==> config.mk <==
export PLATFORM = sky130hd
export DESIGN_NAME = uart_rx_frame
export DESIGN_NICKNAME = d
export VERILOG_FILES = /design/src/rtl/uart_pkg.sv /design/src/rtl/uart_baud_tick.sv /design/src/rtl/uart_rx_frame.sv
export SDC_FILE = /design/constraint.sdc
export NUM_CORES = 1
export LEC_CHECK = 0
export ABC_AREA = 1
export BUFFER_PORTS_ARGS = -buffer_cell sky130_fd_sc_hd__clkbuf_2
export CAP_MARGIN = 20
export CORE_MARGIN = 10
export CORE_UTILIZATION = 35
export CTS_CLUSTER_SIZE = 16
export DETAILED_ROUTE_END_ITERATION = 12
export PLACE_DENSITY = 0.53
export RECOVER_POWER = 25
export SLEW_MARGIN = 20
export SYNTH_ARGS = -nofsm -noshare
export SYNTH_HDL_FRONTEND = slang
export SYNTH_SLANG_ARGS = --single-unit
==> constraint.sdc <==
create_clock -name clk -period 4.55 [get_ports clk]
set_clock_uncertainty 0.2 [all_clocks]
set_input_delay 0.6825 -clock clk [delete_from_list [all_inputs] [get_ports clk]]
set_output_delay 0.6825 -clock clk [all_outputs]
set_load 0.01 [all_outputs]
==> src/rtl/uart_pkg.sv <==
// uart_pkg: shared types and constants for the oversampling UART receiver.
//   state_e        receiver FSM states
//   SAMPLE_A/B/C   sample-counter positions of the three majority samples
//   DATA_BITS      data bits per frame
//   FRAME_W        delivered frame width {parity_bit, data}
//   maj3()         two-of-three majority vote
package uart_pkg;

  typedef enum logic [2:0] {
    IDLE,
    START,
    DATA,
    PARITY,
    STOP,
    WAIT_IDLE
  } state_e;

  localparam int unsigned SAMPLE_A  = 7;
  localparam int unsigned SAMPLE_B  = 8;
  localparam int unsigned SAMPLE_C  = 9;
  localparam int unsigned SCNT_W    = 4;
  localparam int unsigned DATA_BITS = 8;
  localparam int unsigned FRAME_W   = DATA_BITS + 1;
  localparam int unsigned IDX_W     = 3;

  function automatic logic maj3(input logic a, input logic b, input logic c);
    return (a & b) | (a & c) | (b & c);
  endfunction

endpackage

==> src/rtl/uart_baud_tick.sv <==
// uart_baud_tick: free-running divider producing a one-clk tick every DIV clks.
//   clk_i   system clock
//   rst_ni  asynchronous active-low reset
//   clr_i   synchronous clear; restarts the divide period (no tick while high)
//   tick_o  one-clk pulse every DIV clks
module uart_baud_tick #(
  parameter int unsigned DIV = 1
) (
  input  logic clk_i,
  input  logic rst_ni,
  input  logic clr_i,
  output logic tick_o
);

  localparam int unsigned CW = (DIV > 1) ? $clog2(DIV) : 1;
  localparam logic [CW-1:0] LAST = CW'(DIV - 1);

  logic [CW-1:0] cnt_q, cnt_d;

  always_comb begin
    tick_o = ~clr_i & (cnt_q == LAST);
    cnt_d  = cnt_q + 1'b1;
    if (clr_i || (cnt_q == LAST)) begin
      cnt_d = '0;
    end
  end

  always_ff @(posedge clk_i or negedge rst_ni) begin
    if (!rst_ni) begin
      cnt_q <= '0;
    end else begin
      cnt_q <= cnt_d;
    end
  end

endmodule

==> src/rtl/uart_rx_frame.sv <==
// uart_rx_frame: 16x oversampling UART receiver delivering 9-bit frames
// {parity_bit, data[7:0]} (data LSB-first on the line) with parity and
// framing error flags.
//   clk          system clock, rising edge
//   rst          asynchronous active-low reset
//   rx           serial line, idle high, asynchronous to clk
//   frame        last received {parity_bit, data}; holds between frames
//   frame_valid  one-clk pulse, frame updated this cycle
//   parity_err   one-clk pulse with frame_valid when the parity check fails
//   frame_err    one-clk pulse when the stop bit is sampled low
//   busy         high whenever the receiver is not idle
module uart_rx_frame
  import uart_pkg::*;
#(
  parameter int unsigned CLK_FREQ   = 100_000_000,
  parameter int unsigned BAUD       = 115200,
  parameter int unsigned OVERSAMPLE = 16,
  parameter int unsigned PARITY_ODD = 0
) (
  input  logic               clk,
  input  logic               rst,
  input  logic               rx,
  output logic [FRAME_W-1:0] frame,
  output logic               frame_valid,
  output logic               parity_err,
  output logic               frame_err,
  output logic               busy
);

  localparam int unsigned DIV_RAW = CLK_FREQ / (BAUD * OVERSAMPLE);
  localparam int unsigned DIV     = (DIV_RAW == 0) ? 1 : DIV_RAW;
  localparam logic        ODD     = (PARITY_ODD != 0);

  localparam logic [SCNT_W-1:0] S_A  = SCNT_W'(SAMPLE_A);
  localparam logic [SCNT_W-1:0] S_B  = SCNT_W'(SAMPLE_B);
  localparam logic [SCNT_W-1:0] S_C  = SCNT_W'(SAMPLE_C);
  localparam logic [SCNT_W-1:0] S_LAST = '1;
  localparam logic [IDX_W-1:0]  IDX_LAST = IDX_W'(DATA_BITS - 1);

  // Synchroniser
  logic rx_meta_q, rx_s_q;

  // FSM and datapath state
  state_e                 state_q, state_d;
  logic [SCNT_W-1:0]      scnt_q, scnt_d;
  logic [IDX_W-1:0]       idx_q, idx_d;
  logic                   samp_a_q, samp_a_d;
  logic                   samp_b_q, samp_b_d;
  logic [DATA_BITS-1:0]   data_q, data_d;
  logic                   par_q, par_d;
  logic [FRAME_W-1:0]     frame_q, frame_d;
  logic                   frame_valid_q, frame_valid_d;
  logic                   parity_err_q, parity_err_d;
  logic                   frame_err_q, frame_err_d;

  logic baud_clr;
  logic tick;
  logic decide;
  logic wrap;
  logic bit_val;

  uart_baud_tick #(
    .DIV(DIV)
  ) u_baud_tick (
    .clk_i (clk),
    .rst_ni(rst),
    .clr_i (baud_clr),
    .tick_o(tick)
  );

  always_ff @(posedge clk or negedge rst) begin
    if (!rst) begin
      rx_meta_q <= 1'b1;
      rx_s_q    <= 1'b1;
    end else begin
      rx_meta_q <= rx;
      rx_s_q    <= rx_meta_q;
    end
  end

  assign decide  = tick && (scnt_q == S_C);
  assign wrap    = tick && (scnt_q == S_LAST);
  // Third vote is the live sample taken on the decision tick itself.
  assign bit_val = maj3(samp_a_q, samp_b_q, rx_s_q);

  always_comb begin
    state_d       = state_q;
    scnt_d        = scnt_q;
    idx_d         = idx_q;
    samp_a_d      = samp_a_q;
    samp_b_d      = samp_b_q;
    data_d        = data_q;
    par_d         = par_q;
    frame_d       = frame_q;
    frame_valid_d = 1'b0;
    parity_err_d  = 1'b0;
    frame_err_d   = 1'b0;
    baud_clr      = 1'b0;

    if ((state_q != IDLE) && (state_q != WAIT_IDLE) && tick) begin
      scnt_d = scnt_q + 1'b1;
      if (scnt_q == S_A) samp_a_d = rx_s_q;
      if (scnt_q == S_B) samp_b_d = rx_s_q;
    end

    unique case (state_q)
      IDLE: begin
        if (!rx_s_q) begin
          state_d  = START;
          scnt_d   = '0;
          baud_clr = 1'b1;
        end
      end
      START: begin
        if (decide && bit_val) begin
          state_d = IDLE;
        end else if (wrap) begin
          state_d = DATA;
          idx_d   = '0;
        end
      end
      DATA: begin
        if (decide) data_d[idx_q] = bit_val;
        if (wrap) begin
          if (idx_q == IDX_LAST) begin
            state_d = PARITY;
          end else begin
            idx_d = idx_q + 1'b1;
          end
        end
      end
      PARITY: begin
        if (decide) par_d = bit_val;
        if (wrap) state_d = STOP;
      end
      STOP: begin
        // Leave at the stop decision rather than the wrap so a following
        // start edge half a bit later is not missed.
        if (decide) begin
          if (bit_val) begin
            frame_d       = {par_q, data_q};
            frame_valid_d = 1'b1;
            parity_err_d  = ((^data_q) ^ par_q) != ODD;
            state_d       = IDLE;
          end else begin
            frame_err_d = 1'b1;
            state_d     = WAIT_IDLE;
          end
        end
      end
      WAIT_IDLE: begin
        if (rx_s_q) state_d = IDLE;
      end
      default: state_d = IDLE;
    endcase
  end

  always_ff @(posedge clk or negedge rst) begin
    if (!rst) begin
      state_q       <= IDLE;
      scnt_q        <= '0;
      idx_q         <= '0;
      samp_a_q      <= 1'b1;
      samp_b_q      <= 1'b1;
      data_q        <= '0;
      par_q         <= 1'b0;
      frame_q       <= '0;
      frame_valid_q <= 1'b0;
      parity_err_q  <= 1'b0;
      frame_err_q   <= 1'b0;
    end else begin
      state_q       <= state_d;
      scnt_q        <= scnt_d;
      idx_q         <= idx_d;
      samp_a_q      <= samp_a_d;
      samp_b_q      <= samp_b_d;
      data_q        <= data_d;
      par_q         <= par_d;
      frame_q       <= frame_d;
      frame_valid_q <= frame_valid_d;
      parity_err_q  <= parity_err_d;
      frame_err_q   <= frame_err_d;
    end
  end

  assign frame       = frame_q;
  assign frame_valid = frame_valid_q;
  assign parity_err  = parity_err_q;
  assign frame_err   = frame_err_q;
  assign busy        = (state_q != IDLE);

endmodule

==> impl_metrics.toml, run 1 <==
[clock_tree]
post-cts-setup-buffers = 0
cts_hold_repair.buffers = 0
clock_latency_ps = 290
clk_pin_slew_worst_paths_ps = 80
post_cts_resized = 0
htreeDepth = 2
clk_path_buf_depth = 2
cts_tree = "built"
cts_sinks = 41
root_buffer = "clkbuf_8"
cts_buffers = 5

[cells_and_area]
drive_gt1_frac = 0.160
utilization = 0.400
syn2layout_area_growth_pct = 11.6
stdcell_area_um2 = 2350
diodes = 0
finish.net_count = 284
fin_cells = 350

[sta]
fin_tns_setup_ps = 0
period_minus_slack_ps = 2510
fmax_mhz = 398
hold_viol = 0
hold_slack_ps = 159
rsz0062_at_grt = "no"
maxSlewHeadroom = -0.477
min_period_over_period = 0.552
worst_pin_slew_ps = 2210
slew_violations = 42
setup_slack_ps = 2040
finalSetupViolations = 0

[critical_path]
crit_slowest_cell = "clkbuf_1"
critPathMaxFanout = 41
r2r-start = "scnt_q[1]"
critPathLaunchType = "input port"
critPathCaptureType = "async pin"
cp_top_family = "buffers and inverters"
critPathLaunch = "rst"
crit_required_ps = 4290
worstPathCellList = "clkbuf_1"
path_class = "input port to async pin"
cpPeakStageDelay_ps = 1550
cp_num_buf_inv = 1
worstPathArrival_ps = 2250

[place]
dp_slack_ps = 2540
routabilityCongestion = 0.784
port_buffers = 15
dpl_cell_area_um2 = 2260
dp_cells = 342
dpl.hpwl_um = 2980

[grt]
grt_pass1_vias = 1422
grt_max_degree = 42
grt_overflow = 0
antenna_found_initial = 0
grtUsageTotal = 0.0866
grt_pass1_wl_um = 6870

[synthesis]
syn_nets = 265
synth_top_area_share = 0.439
syn_area_um2 = 2110
yosysTopAreaCell = "dfrtp_1"
synth_seq_area_share = 0.489
synth_area_per_cell_um2 = 8.27
synth_cell_types = 27
synth_warnings = 0
yosys_register_bits = 41
netlist_instances = 255
netlist_top_cells_area = "dfrtp_1 (44%), nand2_1 (14%), dfstp_2 (5.0%), inv_1 (4.4%), ha_1 (4.2%)"

[die]
fp-row-count = 28
initial_core_util = 0.358
coreArea_um2 = 5890
die_area_um2 = 9530
die_w_um = 97.6
pin_count = 16
die_h_um = 97.6

[routing]
drc = 0
wire_per_inst_um = 11.5
via_count = 1594
wl_um = 4010
viasPerCell = 4.55
first_pass_iters = 4
drt_iter0_drc = 69
ant_nets = 0

[power]
power_mw = 0.628
power.leakage_nw = 1.20
power_frac_seq = 0.584
switching_share = 0.220
ir_drop_v = 0.000135
p_int_mw = 0.489
clkPwrFrac = 0.403
power.density_nw_per_um2 = 267
combPwrFrac = 0.013
power_switching_mw = 0.138

[outcome]
status = "complete, but fails checks"
failed_checks = "max-capacitance violations, max-slew violations"

[hold_path]
holdCritStartpoint = "rx_meta_q"
hold_class = "flip-flop to flip-flop"

[run]
maxCapViolCount = 1
==> registers in the layout (all words and copies together), names as in the netlist <==
signal             cells
samp_b_q               1
parity_err             1
data_q                 8
par_q                  1
frame_valid            1
frame_err              1
u_baud_tick.cnt_q      6
idx_q                  3
rx_meta_q              1
frame                  9
scnt_q                 4
rx_s_q                 1
samp_a_q               1
state_q                3
==> synth_stat cells <==
cell type,n
a21oi_1,5
and3_1,1
buf_2,1
buf_4,2
dfrtp_1,37
dfstp_2,4
ha_1,7
inv_1,25
inv_2,5
nand2_1,76
nand2_2,1
nand3_1,17
nand3_2,4
nand3_4,1
nand4_1,4
nor2_1,19
nor2_2,5
nor2_4,1
nor3_1,2
nor3_2,1
nor3b_1,2
o21ai_0,8
o21ai_1,13
o21bai_1,1
o31ai_1,6
xnor2_1,5
xor2_1,2
==> layout by cell type (no fill, tap or decap), types with 2 or more instances in the layout <==
cell,count
nand3_2,4
xnor2_1,5
dfstp_2,4
nand2_1,76
nor2_1,19
dfrtp_1,37
a21oi_1,5
nand3_1,17
nor2_2,5
clkbuf_8,6
inv_1,25
nor3b_1,2
nand4_1,4
clkbuf_2,14
o31ai_1,6
nor3_1,2
xor2_1,2
o21ai_0,8
ha_1,7
o21ai_1,13
inv_2,5
==> final cells by class <==
type / instances / area (um2)
clock inverter: 2 / 13.8
inverter: 30 / 113
timing repair buffer: 15 / 73.8
multi-input combinational: 181 / 946
fill: 616 / 3530
clock buffer: 6 / 82.6
sequential: 41 / 1030
tap: 75 / 93.8
==> power groups by stage <==
stage	clock network, mW	registers [mW]	logic [mW]
2_1_floorplan	0	0.373	0.000497
3_3_place_gp	0	0.374	0.00892
3_5_place_dp	0	0.374	0.00900
4_1_cts	0.263	0.367	0.00895
5_1_grt	0.276	0.367	0.00971
6_report	0.253	0.367	0.00806
==> worst paths after layout <==
path                         endpoint  slack [ps]  cells past startpoint
max                         data_q[3]        2040                      1
min                            rx_s_q         160                      0
max reg2reg                parity_err        2540                     10
min reg2reg                    rx_s_q         160                      0
max in group clk                 busy        2440                      3
min in group asynchronous  state_q[0]         840                      1
==> cells by family (layout without fill, tap and decap cells) <==
logic type / Yosys count / in the layout / synth area share
AO/OA/AOI/OAI: 33 / 33 / 0.0866
XOR/XNOR: 7 / 7 / 0.0291
adder cells (fa/ha/maj): 7 / 7 / 0.0415
buffers and inverters: 33 / 53 / 0.0629
flip-flops: 41 / 41 / 0.489
AND/OR/NAND/NOR: 134 / 134 / 0.291
==> per-layer routing <==
layer	share of wire	global-route usage	wire, um	up-vias
li1	-	-	-	857
met1	0.53	0.119	2130	712
met2	0.40	0.118	1610	21
met3	0.049	0.0284	198	4
met4	0.017	0.0403	68	0
met5	0	0	0	-
Note: power is estimated with default switching activity, not from simulation.
==> inputs of run 2 (changes only) <==
==> constraint.sdc (replaced) <==
create_clock -name clk -period 2.5 [get_ports clk]
set_clock_uncertainty 0.2 [all_clocks]
set_input_delay 0.375 -clock clk [delete_from_list [all_inputs] [get_ports clk]]
set_output_delay 0.375 -clock clk [all_outputs]
set_load 0.01 [all_outputs]
==> run 2 against run 1 <==
Compared with the run above:
- the run now ends clean
- final cell count increased by 0.86%
- clock-buffer cell count rose by 1
- sequential share of layout area shrank 0.44 points
- non-clock buffer count is 3 higher
- register-to-register slack got worse by 2000 ps
- first-iteration DRC count up 5.8%
- combinational power increased by 130%
- wire length decreased by 1.4%
- core utilization rose by 0.40 points
- global-route usage down 0.055 points
- sequential power grew 82%
- via count is 0.31% higher
==> impl_metrics.toml, run 2 (synthesis results as in run 1) <==
[hold_path]
min_delay_path_depth = 0
hold_class = "flip-flop to flip-flop"
whs_endpoint = "rx_s_q"
holdCritStartpoint = "rx_meta_q"

[critical_path]
critPathCaptureType = "flip-flop"
critPathLaunchType = "flip-flop"
crit_required_ps = 2530
cpPeakStageDelay_ps = 400
cp_num_buf_inv = 4
cp_top_family = "simple AND/OR/NAND/NOR gates"
critPathMaxFanout = 13
r2r-end = "parity_err"
r2r-start = "scnt_q[1]"
worstPathArrival_ps = 2030
r2r_slack_ps = 500
path_class = "flip-flop to flip-flop"
worst-r2r-cell-count = 10
worstPathCellList = "inv_1 > ha_1 > inv_1 > nor2_1 > nand3_4 > inv_2 > nand3_2 > inv_2 > nand2_1 > nor2_1"
crit_slowest_cell = "dfrtp_1"

[sta]
fin_tns_setup_ps = 0
worst_pin_slew_ps = 1040
period_minus_slack_ps = 2000
min_period_over_period = 0.801
hold_viol = 0
slew_violations = 0
rsz0062_at_grt = "no"
maxSlewHeadroom = 0.308
fmax_mhz = 500
finalSetupViolations = 0

[grt]
grt_overflow = 0
grtUsageTotal = 0.0860
antenna_found_initial = 0
grt_pass1_wl_um = 6940
grt_pass1_vias = 1486
grt_max_degree = 42

[place]
dpl_cell_area_um2 = 2270
dpl.hpwl_um = 2930
routabilityCongestion = 0.782
dp_cells = 343
port_buffers = 15

[power]
power.density_nw_per_um2 = 476
ir_drop_v = 0.000255
power.leakage_nw = 1.21

[cells_and_area]
fillers = 609
mostFrequentLayoutCells = "nand2_1 (76), dfrtp_1 (37), inv_1 (25), nor2_1 (19), nand3_1 (17)"
syn2layout_area_growth_pct = 12.7
finish.net_count = 287
largest_reg_flops = 9
drive_gt1_frac = 0.162
diodes = 0
final_common_cell = "nand2_1"
stdcell_area_um2 = 2380
fin_cells = 353

[outcome]
status = "finished, final reports clean"

[routing]
via_count = 1599
ant_nets = 0
wire_per_inst_um = 11.2
wl_um = 3950
drt_iter0_drc = 73
first_pass_iters = 4
viasPerCell = 4.53
drc = 0

[clock_tree]
post-cts-setup-buffers = 0
htreeDepth = 2
root_buffer = "clkbuf_8"
cts_sinks = 41
clock_latency_ps = 290
clk_pin_slew_worst_paths_ps = 80
cts_tree = "built"
cts_buffers = 5
clk_path_buf_depth = 2

[die]
fp-row-count = 28
coreArea_um2 = 5890
die_w_um = 97.6
die_area_um2 = 9530
die_h_um = 97.6
initial_core_util = 0.358
pin_count = 16

[run]
maxCapViolCount = 0
-- run 2: cell count changes in the layout (fill, tap and decap cells not counted) --
cell / change
clkinv_2: -1
clkbuf_2: +2
dlygate4sd3_1: +2
clkinvlp_4: +1
clkinv_4: -1
-- run 2: final cells by class --
cell class	instances	area, um2	area share
sequential	41	1030	0.434
multi-input combinational	181	946	0.398
inverter	30	113	0.0474
timing repair buffer	18	100	0.0421
tap	75	93.8	0.0395
clock buffer	7	86.3	0.0363
clock inverter	1	7.51	0.00316
-- run 2: worst max-delay path by stage --
stage,startpoint,to,depth (start not counted)
after floorplan,scnt_q[1],state_q[2],11
after global placement,u_baud_tick.cnt_q[1],parity_err,10
after detailed placement,scnt_q[1],parity_err,10
after CTS,scnt_q[1],parity_err,10
after global routing,u_baud_tick.cnt_q[1],parity_err,10
final,scnt_q[1],parity_err,10
-- run 2: per-layer routing --
layer,wire (um),vias up,track usage
li1,-,870,-
met1,2110,706,0.121
met2,1610,19,0.118
met3,165,4,0.0249
met4,63,0,0.0369
met5,0,-,0
-- run 2: power breakdown --
part | internal (mW) | leakage [nW] | switching, mW
sequential | 0.666 | 0.544 | 0.00127
clock | 0.224 | 0.0445 | 0.221
combinational | 0.00375 | 0.617 | 0.0145
-- run 2: what timing repair did --
action | CTS | global route
hold buffers | 2 | 0
resized for setup | 0 | 0
hold endpoints to repair | 38 | 0
-- run 2: per-stage QoR --
step	worst slack, ps	hold slack [ps]	utilization	total power [mW]
floorplan	809	-121	-	0.681
global placement	525	146	0.385	0.697
detailed placement	485	147	0.385	0.698
CTS	476	159	0.404	1.15
global route	255	162	0.404	1.18
finish	498	157	0.404	1.13
==> inputs of run 3 (changes only) <==
--- a/config.mk
+++ b/config.mk
@@ -5,14 +5,14 @@
 export SDC_FILE = /design/constraint.sdc
 export NUM_CORES = 1
 export LEC_CHECK = 0
-export ABC_AREA = 1
+export ABC_AREA = 0
 export BUFFER_PORTS_ARGS = -buffer_cell sky130_fd_sc_hd__clkbuf_2
 export CAP_MARGIN = 20
 export CORE_MARGIN = 10
 export CORE_UTILIZATION = 35
 export CTS_CLUSTER_SIZE = 16
 export DETAILED_ROUTE_END_ITERATION = 12
-export PLACE_DENSITY = 0.53
+export PLACE_DENSITY = 0.55
 export RECOVER_POWER = 25
 export SLEW_MARGIN = 20
 export SYNTH_ARGS = -nofsm -noshare
==> constraint.sdc (replaced) <==
create_clock -name clk -period 1.7 [get_ports clk]
set_clock_uncertainty 0.2 [all_clocks]
set_input_delay 0.255 -clock clk [delete_from_list [all_inputs] [get_ports clk]]
set_output_delay 0.255 -clock clk [all_outputs]
set_load 0.01 [all_outputs]
==> run 3 against run 2 <==
Compared with the run above:
- the run now ends with negative setup slack left
- critical path type unchanged
- core utilization rose by 12 points
- synthesized cell count fell by 27%
- first-iteration DRC count fell by 52%
- largest cell class is now multi-input gates
- area after synthesis fell by 0.83%
- flip-flop and latch count did not move
- non-clock buffer count rose by 55
- critical path depth fell by 3
==> impl_metrics.toml, run 3 <==
[grt]
antenna_found_initial = 0
grt_overflow = 0
grt_max_degree = 42
grt_pass1_vias = 1687
grtUsageTotal = 0.104
grt_pass1_wl_um = 8310

[place]
routabilityCongestion = 0.813
dpl.hpwl_um = 3140
port_buffers = 15
dpl_cell_area_um2 = 2610
dp_slack_ps = -269

[clock_tree]
cts_sinks = 41
clk_pin_slew_worst_paths_ps = 80
clock_latency_ps = 300
htreeDepth = 2
cts_tree = "built"
clk_path_buf_depth = 2
root_buffer = "clkbuf_8"
cts_buffers = 5

[cells_and_area]
diodes = 0
utilization = 0.522
seq_area_um2 = 1030
finish.net_count = 270
largest_reg_flops = 9
fillers = 505
syn2layout_area_growth_pct = 45.9
multi_input_area_um2 = 1230
final_common_cell = "buf_4"
stdcell_area_um2 = 3050
drive_gt1_frac = 0.529
mostFrequentLayoutCells = "buf_4 (44), dfrtp_1 (34), nor2_1 (15), clkbuf_2 (14), mux2_4 (13)"

[die]
initial_core_util = 0.358
fp-row-count = 28
pin_count = 16
die_area_um2 = 9470
die_w_um = 97.3
coreArea_um2 = 5850
die_h_um = 97.3

[synthesis]
synth_most_common_cell = "dfrtp_1"
async_flop_share = 1.00
synth_top_area_share = 0.443
synth-edff-count = 0
netlist_instances = 186
synth_cell_types = 41
synth_seq_area_share = 0.493
syn_area_um2 = 2090
netlist_top_cells_area = "dfrtp_1 (44%), mux2_2 (7.0%), dfstp_2 (5.0%), ha_1 (4.2%), xnor2_1 (4.2%)"
syn_nets = 196
yosys_register_bits = 41
synth_common_cells = "dfrtp_1 (37), nor2_1 (18), mux2_2 (13), nand2_1 (10), xnor2_1 (10)"
yosysTopAreaCell = "dfrtp_1"
synth_area_per_cell_um2 = 11.2
synth_warnings = 0
ys.flop_type = "dfrtp_1"

[critical_path]
r2r-start = "scnt_q[1]"
path_class = "flip-flop to flip-flop"
crit_required_ps = 1680
critPathLaunchType = "flip-flop"
r2r-end = "data_q[3]"
worstPathArrival_ps = 1980
critPathMaxFanout = 4
worst-r2r-cell-count = 7
critPathCaptureType = "flip-flop"
r2r_slack_ps = -300

[sta]
fmax_mhz = 500
slew_violations = 0
finalSetupViolations = 30
setup_slack_ps = -298
worst_pin_slew_ps = 573
min_period_over_period = 1.18
maxSlewHeadroom = 0.618
hold_viol = 0
fin_tns_setup_ps = -5460
hold_slack_ps = 159
rsz0062_at_grt = "yes"
period_minus_slack_ps = 2000

[routing]
drc = 0
wl_um = 4700
drt_iter0_drc = 35
via_count = 1604
ant_nets = 0
wire_per_inst_um = 14.0
viasPerCell = 4.77
first_pass_iters = 5

[hold_path]
min_delay_path_depth = 0
hold_class = "flip-flop to flip-flop"
holdCritStartpoint = "rx_meta_q"
whs_endpoint = "rx_s_q"

[run]
maxCapViolCount = 0

[outcome]
status = "complete, but fails checks"
failed_checks = "negative setup slack"

[power]
ir_drop_v = 0.000243
power.density_nw_per_um2 = 540
power.leakage_nw = 1.39
## run 3: final cells by class
cell class | count | share of cell area
multi-input cells | 132 | 0.402
flip-flops and latches | 41 | 0.339
repair buffers | 73 | 0.191
well taps | 75 | 0.0307
clock buffers | 5 | 0.0225
inverters | 7 | 0.00861
clock inverters | 3 | 0.00574
## run 3: layer usage
metal | track usage | vias up | share of wire
li1 | - | 795 | -
met1 | 0.131 | 780 | 0.46
met2 | 0.165 | 22 | 0.49
met3 | 0.0292 | 7 | 0.038
met4 | 0.0403 | 0 | 0.017
met5 | 0 | - | 0
## run 3: power by group
part           internal, mW  switching (mW)
clock network         0.284           0.356
registers             0.979         0.00212
logic               0.00781          0.0210
## run 3: timing repair
action	CTS	global route
hold buffers	2	0
setup buffers	11	5
endpoints found under the hold margin	42	0
gates resized for setup	32	19
pin swaps	7	12
endpoints found under the setup margin	35	38
## run 3: cell families after synthesis
logic type | count (synthesis) | synth area share
simple gates | 68 | 0.199
flops | 41 | 0.493
compound gates | 22 | 0.0706
mux | 20 | 0.107
xor+xnor | 14 | 0.0586
buf+inv | 13 | 0.0257
fa+ha+maj | 8 | 0.0466
## run 3: per-stage QoR
step | std cells | power (mW)
finish | 336 | 1.65
detailed placement | 310 | 1.03
CTS | 331 | 1.68
global placement | 310 | 1.03
global route | 336 | 1.72
floorplan | 186 | 1.00
## run 3: critical path: stages, from the launching register on
cell and delay (ps):
dfrtp_1 390, inv_1 80, ha_1 130, and3b_2 230
and3_4 230, nand3_4 100, nor3b_2 200, mux2_4 310
## run 3: worst max-delay path by stage
stage	end	depth (start not counted)	slack (ps)	from
3_5_place_dp	data_q[3]	7	-270	scnt_q[1]
3_3_place_gp	data_q[1]	7	-240	scnt_q[1]
5_1_grt	data_q[3]	7	-370	scnt_q[1]
2_1_floorplan	frame[0]	6	-230	scnt_q[1]
4_1_cts	data_q[5]	7	-250	scnt_q[1]
6_report	data_q[3]	7	-300	scnt_q[1]
